==> config.mk <==
export PLATFORM = sky130hd
export DESIGN_NAME = mul_div_unit
export DESIGN_NICKNAME = d
export VERILOG_FILES = /design/src/rtl/mdu_pkg.sv /design/src/rtl/mul_div_unit.sv
export SDC_FILE = /design/constraint.sdc
export NUM_CORES = 1
export LEC_CHECK = 0
export BUFFER_PORTS_ARGS = -buffer_cell sky130_fd_sc_hd__buf_4
export CAP_MARGIN = 5
export CORE_AREA = 2 2 132 134
export CTS_CLUSTER_SIZE = 24
export DETAILED_ROUTE_END_ITERATION = 7
export DIE_AREA = 0 0 134 136
export GPL_ROUTABILITY_DRIVEN = 0
export MAX_ROUTING_LAYER = met4
export PLACE_DENSITY = 0.7
export SYNTH_ARGS = -nofsm -noshare
export SYNTH_HDL_FRONTEND = slang
export SYNTH_SLANG_ARGS = --single-unit
==> constraint.sdc <==
create_clock -name clk -period 7.3 [get_ports clk]
set_input_delay 0.365 -clock clk [delete_from_list [all_inputs] [get_ports clk]]
set_output_delay 0.365 -clock clk [all_outputs]
set_load 0.02 [all_outputs]
==> src/rtl/mdu_pkg.sv <==
// rtl/mdu_pkg.sv - shared constants and types for the iterative multiply/divide unit
package mdu_pkg;

    localparam int MDU_WIDTH = 16;
    localparam int ITERS     = 16;

    localparam logic [1:0] OP_MULT  = 2'b00;
    localparam logic [1:0] OP_MULTU = 2'b01;
    localparam logic [1:0] OP_DIVU  = 2'b10;
    localparam logic [1:0] OP_RSVD  = 2'b11;

    typedef enum logic [1:0] {
        IDLE,
        CALC,
        FINISH
    } state_t;

endpackage

==> src/rtl/mul_div_unit.sv <==
// rtl/mul_div_unit.sv - iterative 16-bit multiply/divide unit owning the HI/LO register pair
module mul_div_unit #(
    parameter int WIDTH = mdu_pkg::MDU_WIDTH
) (
    input  logic             clk,
    input  logic             rst_n,
    input  logic             start,
    input  logic [1:0]       op,
    input  logic [WIDTH-1:0] operando1,
    input  logic [WIDTH-1:0] operando2,
    input  logic             wr_hi,
    input  logic             wr_lo,
    input  logic [WIDTH-1:0] wdata,
    output logic             busy,
    output logic             done,
    output logic             div_zero,
    output logic [WIDTH-1:0] mulH,
    output logic [WIDTH-1:0] mulL
);
    import mdu_pkg::*;

    localparam int CW = $clog2(ITERS);

    state_t             state_q, state_d;
    logic [CW-1:0]      cnt_q, cnt_d;
    logic               is_div_q, is_div_d;
    logic               sign_q, sign_d;
    logic [WIDTH-1:0]   opa_q, opa_d;
    logic [2*WIDTH-1:0] acc_q, acc_d;
    logic [WIDTH-1:0]   hi_q, hi_d;
    logic [WIDTH-1:0]   lo_q, lo_d;
    logic               done_q, done_d;
    logic               dz_q, dz_d;

    // acc_q holds {partial product, remaining multiplier} for MUL and
    // {partial remainder, dividend/quotient} for DIVU, shifting one bit per cycle.
    logic [WIDTH:0]     mul_sum;
    logic [WIDTH:0]     div_shift;
    logic               div_ge;
    logic [WIDTH-1:0]   div_diff;
    logic [2*WIDTH-1:0] neg_acc;
    logic [WIDTH-1:0]   abs1, abs2;

    assign mul_sum   = {1'b0, acc_q[2*WIDTH-1:WIDTH]} + (acc_q[0] ? {1'b0, opa_q} : '0);
    assign div_shift = acc_q[2*WIDTH-1:WIDTH-1];
    assign div_ge    = div_shift >= {1'b0, opa_q};
    assign div_diff  = div_shift[WIDTH-1:0] - opa_q;
    assign neg_acc   = -acc_q;
    assign abs1      = operando1[WIDTH-1] ? -operando1 : operando1;
    assign abs2      = operando2[WIDTH-1] ? -operando2 : operando2;

    always_comb begin
        state_d  = state_q;
        cnt_d    = cnt_q;
        is_div_d = is_div_q;
        sign_d   = sign_q;
        opa_d    = opa_q;
        acc_d    = acc_q;
        hi_d     = hi_q;
        lo_d     = lo_q;
        done_d   = 1'b0;
        dz_d     = dz_q;
        case (state_q)
            IDLE: begin
                if (start && op != OP_RSVD) begin
                    state_d  = CALC;
                    cnt_d    = '0;
                    dz_d     = 1'b0;
                    is_div_d = (op == OP_DIVU);
                    if (op == OP_MULT) begin
                        sign_d = operando1[WIDTH-1] ^ operando2[WIDTH-1];
                        opa_d  = abs1;
                        acc_d  = {{WIDTH{1'b0}}, abs2};
                    end else if (op == OP_MULTU) begin
                        sign_d = 1'b0;
                        opa_d  = operando1;
                        acc_d  = {{WIDTH{1'b0}}, operando2};
                    end else begin
                        sign_d = 1'b0;
                        opa_d  = operando2;
                        acc_d  = {{WIDTH{1'b0}}, operando1};
                    end
                end else begin
                    if (wr_hi) hi_d = wdata;
                    if (wr_lo) lo_d = wdata;
                end
            end
            CALC: begin
                cnt_d = cnt_q + 1'b1;
                if (is_div_q) begin
                    acc_d = {div_ge ? div_diff : div_shift[WIDTH-1:0], acc_q[WIDTH-2:0], div_ge};
                end else begin
                    acc_d = {mul_sum, acc_q[WIDTH-1:1]};
                end
                if (cnt_q == CW'(ITERS - 1)) state_d = FINISH;
            end
            FINISH: begin
                state_d = IDLE;
                done_d  = 1'b1;
                {hi_d, lo_d} = sign_q ? neg_acc : acc_q;
                if (is_div_q && opa_q == '0) dz_d = 1'b1;
            end
            default: state_d = IDLE;
        endcase
    end

    always_ff @(posedge clk or negedge rst_n) begin
        if (!rst_n) begin
            state_q  <= IDLE;
            cnt_q    <= '0;
            is_div_q <= 1'b0;
            sign_q   <= 1'b0;
            opa_q    <= '0;
            acc_q    <= '0;
            hi_q     <= '0;
            lo_q     <= '0;
            done_q   <= 1'b0;
            dz_q     <= 1'b0;
        end else begin
            state_q  <= state_d;
            cnt_q    <= cnt_d;
            is_div_q <= is_div_d;
            sign_q   <= sign_d;
            opa_q    <= opa_d;
            acc_q    <= acc_d;
            hi_q     <= hi_d;
            lo_q     <= lo_d;
            done_q   <= done_d;
            dz_q     <= dz_d;
        end
    end

    assign busy     = (state_q != IDLE);
    assign done     = done_q;
    assign div_zero = dz_q;
    assign mulH     = hi_q;
    assign mulL     = lo_q;

endmodule

==> results.md, run 1 <==
- Outcome: finished clean
- Top cell type's share of synthesized area: 30.5%
- Final ANT Viol Nets: 0
- Die Width: 134 um
- Most frequent cells in the layout: nand2_1, buf_4, nor2_1
- Syn_nets: 1013
- Largest family of logic cells by synthesized area: compound AO/OA/AOI/OAI gates
- Clock tree buffer depth: 2
- Area of the multi-input gates: 4800 um2
- Clk slew on worst S/H paths: 0.07 ns
- Post-Place Setup Slack: 4.40 ns
- CP cell instances: ha_1, nor2b_1, o31a_1, o22a_1, o211ai_2, nand2_1, mux2i_1, o221ai_1
- Ant diodes: 0
- Crit start category: flop
- Worst VDD drop: 0.203 mV
- Synth cell types: 66
- Die Y-Extent: ~140 um
- Worst-path fanout max: 10
- Critical path origin: acc_q[16]
- Sink Count: 90
- Least-Margin Pin Slew: 1.20 ns
- Vias/cell: 5.87
- Post-Route WL: 21.8 mm
- Top-Level Pins: 90
- All-Layer GR Usage: between 20% and 30%
- Critical path's slowest cell: o211ai_2
- Unrepaired setup endpoints after global routing: no
- Port-buffer cells: 89
- Ratio of cells with drive above 1 in the final layout: 13.8%
- Fin crit share: roughly two fifths
- Vias in the first global route: 6613
- Max H-tree Level: 3
- Hold Vio Cnt, Final: 0
- Async set-or-reset flop fraction in the synthesized netlist: 100%
- Fin crit period: 2.99 ns
- Adder-Cell Fraction of Synth Area: 6.64%
- Root Driver: clkbuf_16
- Final Skew: 0.00807 ns
- First-pass GRT wire length: around 35 mm
- Synth Register Bits: 90
- Antenna violations before repair: 0
- Clock latency on the worst-skew pair: around 0.35 ns
- Pin count of the biggest net entering global routing: 74
- Worst Path Required: 7.51 ns
- Relative slew slack: between 10% and 20%
- Setup tns final: 0 ns
- Via count: between 7000 and 8000
- Post-CTS sizing: 0
- Cts bufs inserted: 9
- Final worst slack: around 4.3 ns
- Area of the core: around 17000 um2
- Initial Utilization: between 40% and 50%
- Core Rows: 48
- Worst hold start: wdata[14]
- Final core utilization: 50.4%
- Area grow syn2layout: 15.1%
- Fmax: 334 MHz
- Lkg Pwr: around 0.0037 uW
- Cell Pwr Density: 497 nW/um2
- Area fraction in compound gates after synthesis: 25.8%
- Remaining DRCs: 0
- Mapped Cells: 920
- Synth area leaders: dfrtp_1, xnor2_1, ha_1
- Synth Area in Simple Gates: 18.9%
- Synthesis Warnings: 0
- Xor/xnor share of the synthesized area: 9.36%
- Nets: 1070
- WL/cell: 18.1 um
- Final Max Slew Viols: 0
- CP Data Arrival Time: 3.20 ns
- CTS tree: yes
- Number of synthesized flops with an enable pin: 0
- Synth Area per Inst: between 8 and 9 um2
- Hold Crit Class: in -> reg
- Yosys top cell by area: dfrtp_1
- Global route total overflow: 0
- Fillers: roughly 1600
- Top_reg_cell synth: dfrtp_1
- CP Capture Type: flop
- Initial drt markers: between 600 and 700
- Max-capacitance violation count: 0
- Critical R2R Launch: acc_q[16]
- Sequential fraction of the synthesis area: between 30% and 40%
- Detailed Place HPWL: 16.7 mm
- Critical path class: reg -> reg
- Register Area: 2250 um2
- Slowest cell delay on critical path: 0.55 ns
- Die area: 18200 um2
- First-pass DRT Iterations: 5
- Finish-stage setup viols: 0
- Most common cell after layout, fill and taps aside: nand2_1
- Multiplexer area fraction after synthesis: 4.15%
- Mapped Area: 7390 um2
## worst paths after layout
check	endpoint	slack, ns	cells after the start
worst max-delay path	acc_q[21]	4.31	8
worst min-delay path	mulH[14]	0.26	3
worst max register to register	acc_q[21]	4.31	8
min in group asynchronous	acc_q[29]	0.44	2
max in group asynchronous	acc_q[17]	5.64	3
worst min register to register	mulL[13]	0.48	2
## power by group
group	switching (uW)	internal, uW
logic	1550	1130
registers	337	745
clock network	213	254
## routing by layer
metal,track usage [%],vias up,share of wire (%)
met5,-,-,0
met4,8.75,0,2.7
met3,3.28,45,5.9
met2,38.6,242,46
met1,33.6,3345,46
li1,-,3459,-
## cell usage after synthesis (12+ instances only)
| library cell | instances |
|---|---|
| a211oi_1 | 20 |
| a21o_1 | 13 |
| a21oi_1 | 69 |
| a31oi_1 | 18 |
| clkbuf_1 | 43 |
| dfrtp_1 | 90 |
| ha_1 | 36 |
| inv_1 | 38 |
| mux2i_1 | 25 |
| nand2_1 | 100 |
| nand3_1 | 15 |
| nor2_1 | 94 |
| nor3_1 | 18 |
| o21a_1 | 12 |
| o21ai_0 | 80 |
| o31ai_1 | 12 |
| xnor2_1 | 54 |
| xor2_1 | 25 |
## layout make-up
| cell class | instances | share of cell area [%] |
|---|---|---|
| flip-flops and latches | 90 | 26.5 |
| multi-input cells | 741 | 56.4 |
| repair buffers | 96 | 8.50 |
| clock inverters | 5 | 0.588 |
| well taps | 225 | 3.31 |
| clock buffers | 11 | 2.97 |
| inverters | 39 | 1.72 |
## critical path, delay by kind of cell, from the launching register on
kind | cells | cell delay [ns]
multiplexers | 1 | 0.23
adder cells (fa/ha/maj) | 1 | 0.32
AND/OR/NAND/NOR | 2 | 0.52
AO/OA/AOI/OAI | 4 | 1.23
flip-flops | 1 | 0.54
## per-stage QoR
stage               total power [uW]  cells  hold WS, ns  area, um2
floorplan                       2950    920       0.0694       7390
global placement                3680   1190        0.252       8200
detailed placement              3710   1190        0.259       8200
CTS                             4190   1207        0.252       8510
global route                    4550   1207        0.275       8510
finish                          4230   1207        0.262       8510
## kinds of logic after synthesis
family                   after synthesis
AND/OR/NAND/NOR                      299
XOR/XNOR                              79
buffers and inverters                 89
adder cells (fa/ha/maj)               38
multiplexers                          30
AO/OA/AOI/OAI                        295
flip-flops                            90
## flip-flops by register name, indices dropped and copies added (netlist names)
signal / count
acc_q: 32
is_div_q: 1
sign_q: 1
opa_q: 16
state_q: 2
div_zero: 1
done: 1
mulL: 16
mulH: 16
cnt_q: 4
## repair_timing
item	in CTS	in global routing
buffers inserted	0	0
hold buffers	1	0
hold endpoints to repair	17	0
setup endpoints to repair	0	0
(Power assumes the default switching activity.)
==> run 2: changes to the inputs <==
- clock period: 7.3 -> 2.9 ns (I/O delays scaled with it)
==> run 2 against run 1 <==
Net effect: final area up 2.8%; maximum frequency increased by 9.3%; clock power rose to 2.8 times the previous value; flip-flop and latch count unchanged; routed wire length grew 0.81%; register-to-register slack lost 4.1 ns; core utilization increased by 1.4 points.
==> results.md, run 2 (synthesis results as in run 1) <==
- Clk slew on worst S/H paths: 0.07 ns
- Ant diodes: 0
- Antenna violations before repair: 0
- Crit start category: flop
- First-pass GRT wire length: between 30 and 40 mm
- R2R depth: 9
- First-pass DRT Iterations: 5
- Largest register FFs: 32
- Most common cell after layout, fill and taps aside: buf_4
- Final ANT Viol Nets: 0
- CP Data Arrival Time: 2.98 ns
- Max H-tree Level: 3
- Cell Pwr Density: 1250 nW/um2
- Outcome: finished clean
- Lkg Pwr: approximately 0.0038 uW
- Root Driver: clkbuf_16
- Die area: 18200 um2
- Fin crit share: a little over nine tenths
- Top-Level Pins: 90
- All-Layer GR Usage: 25.0%
- Area of the core: 16900 um2
- Pin count of the biggest net entering global routing: a little under 60
- Unrepaired setup endpoints after global routing: no
- Sink Count: 90
- Worst Path Required: 3.14 ns
- Critical path class: reg -> reg
- Setup tns final: 0 ns
- Via count: between 7000 and 8000
- CP Capture Type: flop
- Port-buffer cells: 89
- Vias/cell: ~5.8
- Most frequent cells in the layout: buf_4, nand2_1, nor2_1
- Fin crit period: ~2.7 ns
- Nets: 1098
- Relative slew slack: 35.8%
- Remaining DRCs: 0
- Initial drt markers: 558
- Post-Route WL: 22.0 mm
- Die Y-Extent: 136 um
- Detailed Place HPWL: about 17 mm
- Least-Margin Pin Slew: roughly 0.96 ns
- Tightest hold margin: 0.0218 ns
- Hold Vio Cnt, Final: 0
- Reg with most FFs: acc_q
- Worst VDD drop: 0.457 mV
- Core Rows: 48
- Cts bufs inserted: 9
- Final core utilization: around 52%
- Die Width: 134 um
- Ratio of cells with drive above 1 in the final layout: 16.3%
- Clock tree buffer depth: 2
- Clock latency on the worst-skew pair: 0.36 ns
- Worst-path fanout max: 7
- Final Max Slew Viols: 0
- Max-capacitance violation count: 0
- Finish-stage setup viols: 0
- Setup Buffers After CTS: 0
- Area grow syn2layout: 18.3%
- WL/cell: approximately 18 um
- Global route total overflow: 0
- Fmax: roughly 370 MHz
- Final Skew: ~0.012 ns
- CTS tree: yes
- Initial Utilization: 43.8%
- Hold Crit Class: in -> reg
- Hold depth: 3
- Vias in the first global route: roughly 6600
[run 2: cell count changes in the layout (fill, tap and decap cells not counted), sizes merged]
cell / previous run / this run
buf: 95 / 123
bufinv: 0 / 2
clkbuf: 11 / 9
clkinv: 5 / 3
clkinvlp: 1 / 0
inv: 38 / 41
[run 2: final timing paths]
| path | startpoint | endpoint | slack, ns |
|---|---|---|---|
| hold / removal | wdata[14] | mulH[14] | 0.02 |
| min in group asynchronous | rst_n | acc_q[28] | 0.35 |
| max in group asynchronous | rst_n | opa_q[0] | 1.77 |
| setup reg to reg | opa_q[1] | acc_q[25] | 0.16 |
| setup / recovery | opa_q[1] | acc_q[25] | 0.16 |
| hold reg to reg | mulL[11] | mulL[11] | 0.48 |
[run 2: area by class of cell]
cell class | count | area [um2]
clock buffer | 9 | 225
sequential | 90 | 2250
clock inverter | 7 | 98.8
timing repair buffer | 124 | 933
inverter | 39 | 146
fill | 1588 | 8130
multi-input combinational | 741 | 4810
tap | 225 | 282
[run 2: report_power, final]
group	internal, uW	switching, uW	total (uW)
registers	1880	684	2560
clock network	765	540	1310
logic	3030	4010	7040
[run 2: stage by stage]
stage	setup WS, ns	area, um2	cells	power (uW)
floorplan	0.207	7390	920	7430
global route	0.0391	8750	1235	11700
detailed placement	0.206	8410	1218	9490
global placement	0.277	8410	1218	9380
CTS	0.198	8740	1235	10800
finish	0.164	8750	1235	10900
[run 2: per-layer routing]
layer  vias to the layer above  share of wire [%]  global-route usage [%]
met5                         -                  0                       -
met4                         0                2.2                    8.27
met3                        26                6.6                    3.13
met2                       262                 45                    38.7
met1                      3365                 46                    34.0
li1                       3504                  -                       -
[run 2: repair_timing]
| action | in CTS | in global routing |
|---|---|---|
| setup endpoints to repair | 0 | 1 |
| hold buffers | 1 | 0 |
| gates resized for setup | 0 | 1 |
| endpoints found under the hold margin | 48 | 0 |
[run 2: critical path, cell delays in order (launching register included)]
cell	delay, ns
dfrtp_1	0.39
inv_1	0.11
ha_1	0.31
nor2b_1	0.15
o31a_1	0.27
o22a_1	0.28
o211a_1	0.30
nor2_2	0.38
o21ai_0	0.16
a32o_1	0.27
==> run 3: changes to the inputs <==
- GPL_TIMING_DRIVEN: default -> 0
- clock period: 2.9 -> 2.8 ns (I/O delays scaled with it)
==> run 3 against run 2 <==
Net effect: non-clock buffer count rose by 13; final cell count rose by 1.1%; core utilization fell by 0.16 points; final area fell by 0.30%; combinational power rose by 2%; die area did not move; sequential power rose by 6%; highest routed layer unchanged; clock-buffer cell count rose by 1; critical path type unchanged.
==> results.md, run 3 (synthesis results as in run 1) <==
- Nets: roughly 1100
- Die area: about 18000 um2
- Critical path's slowest cell: or4_1
- Vias in the first global route: 6964
- Worst path depth: 7
- Most common cell after layout, fill and taps aside: nand2_1
- CTS tree: yes
- Detailed Place HPWL: 17.9 mm
- Root Driver: clkbuf_16
- Cts bufs inserted: 9
- First-pass GRT wire length: between 30 and 40 mm
- WL/cell: 18.4 um
- Ant diodes: 0
- Area of the core: 16900 um2
- Outcome: finished clean
- Unrepaired setup endpoints after global routing: no
- Worst-path fanout max: 10
- Worst Path Required: about 3.0 ns
- Clock tree buffer depth: 2
- R2R depth: 7
- Fillers: 1597
- Sink Count: 90
- Finish-stage setup viols: 0
- Initial drt markers: 619
- Remaining DRCs: 0
- Max-capacitance violation count: 0
- WP buf/inv: 0
- Most frequent cells in the layout: nand2_1, nor2_1, buf_4
- Fin crit share: between 90 and 100%
- Vias/cell: 5.90
- Setup tns final: 0 ns
- Pin count of the biggest net entering global routing: 91
- CP Data Arrival Time: 2.96 ns
- Antenna violations before repair: 0
- Cell Count Post-Placement: approximately 1200
- Final Max Slew Viols: 0
- Crit start category: flop
- Fin crit period: 2.73 ns
- CP cell instances: ha_1, or4_1, o22a_2, o211ai_4, a222oi_1, a221oi_1, a211oi_1
- Via count: 7361
- Critical path class: reg -> reg
- Die Width: roughly 130 um
- All-Layer GR Usage: 26.6%
- Clock latency on the worst-skew pair: 0.36 ns
- Lkg Pwr: 0.00372 uW
- Hold depth: 3
- Cell Pwr Density: around 1300 nW/um2
- Ratio of cells with drive above 1 in the final layout: 14.2%
- Global route total overflow: 0
- Final Skew: 0.00586 ns
- Final ANT Viol Nets: 0
- Largest register FFs: 32
- Relative slew slack: 18.6%
- Core Rows: 48
- Max H-tree Level: 3
- Top-Level Pins: 90
- Hold Vio Cnt, Final: 0
- First-pass DRT Iterations: 5
- Final worst slack: a little over 0.07 ns
- CP Capture Type: flop
- Clk slew on worst S/H paths: 0.06 ns
- Die Y-Extent: 136 um
- Reg with most FFs: acc_q
- Hold Crit Class: in -> reg
- Fmax: 366 MHz
- Post-Place Setup Slack: -0.525 ns
- Crit-path leading delay family: compound AO/OA/AOI/OAI gates
- Initial Utilization: 43.8%
- Slowest cell delay on critical path: 0.54 ns
- Fin cells: 1248
- Post-Route WL: 23.0 mm
- Worst VDD drop: 0.422 mV
- Least-Margin Pin Slew: 1.22 ns
- Area grow syn2layout: 18.0%
- Port-buffer cells: 88
## run 3: power by group
group	switching [uW]	leakage (uW)	total [uW]	internal, uW
Sequential	757	0.00108	2710	1950
Combinational	4160	0.00250	7210	3050
Clock	552	0.000143	1250	695
## run 3: layout make-up
cell class | count | area (um2) | area share [%]
Buffer | 46 | 191 | 2.20
Timing Repair Buffer | 91 | 706 | 8.09
Clock buffer | 10 | 229 | 2.63
Multi-Input combinational cell | 741 | 4840 | 55.5
Inverter | 39 | 149 | 1.71
Tap cell | 225 | 282 | 3.23
Clock inverter | 6 | 65.1 | 0.746
Sequential cell | 90 | 2250 | 25.9
## run 3: timing repair
action	4_1_cts	5_1_grt
hold endpoints to repair	0	31
pin swaps	0	4
setup buffers	0	1
hold buffers	0	1
resized for setup	9	13
setup endpoints to repair	17	16
## run 3: per-stage QoR
| step | power [uW] | utilization (%) | hold WS [ns] | cell area (um2) |
|---|---|---|---|---|
| 6_report | 11200 | 51.7 | 0.0259 | 8720 |
| 3_5_place_dp | 9700 | 49.4 | 0.394 | 8330 |
| 3_3_place_gp | 9600 | 49.4 | 0.392 | 8330 |
| 4_1_cts | 11000 | 51.2 | 0.0253 | 8650 |
| 5_1_grt | 12100 | 51.7 | 0.0441 | 8720 |
| 2_1_floorplan | 7690 | - | -0.156 | 7390 |
## run 3: per-layer routing
layer,wire length [um],part of all wire [%],GRT usage (%)
met4,633,2.8,9.75
met1,10100,44,35.4
met3,1710,7.5,3.50
met2,10500,46,41.5
met5,0,0,-
## run 3: worst paths after layout
check / start / end / slack (ns)
setup / recovery: acc_q[19] / acc_q[31] / 0.07
setup reg to reg: acc_q[19] / acc_q[31] / 0.07
hold reg to reg: mulL[6] / mulL[6] / 0.48
hold / removal: wdata[14] / mulH[14] / 0.03
min in group asynchronous: rst_n / acc_q[26] / 0.25
max in group asynchronous: rst_n / acc_q[15] / 1.88
## run 3: worst reg2reg max path, stage by stage (launching register included)
cell      delay [ns]
dfrtp_1         0.51
ha_1            0.32
or4_1           0.54
o22a_2          0.27
o211ai_4        0.36
a222oi_1        0.18
a221oi_1        0.34
a211oi_1        0.09
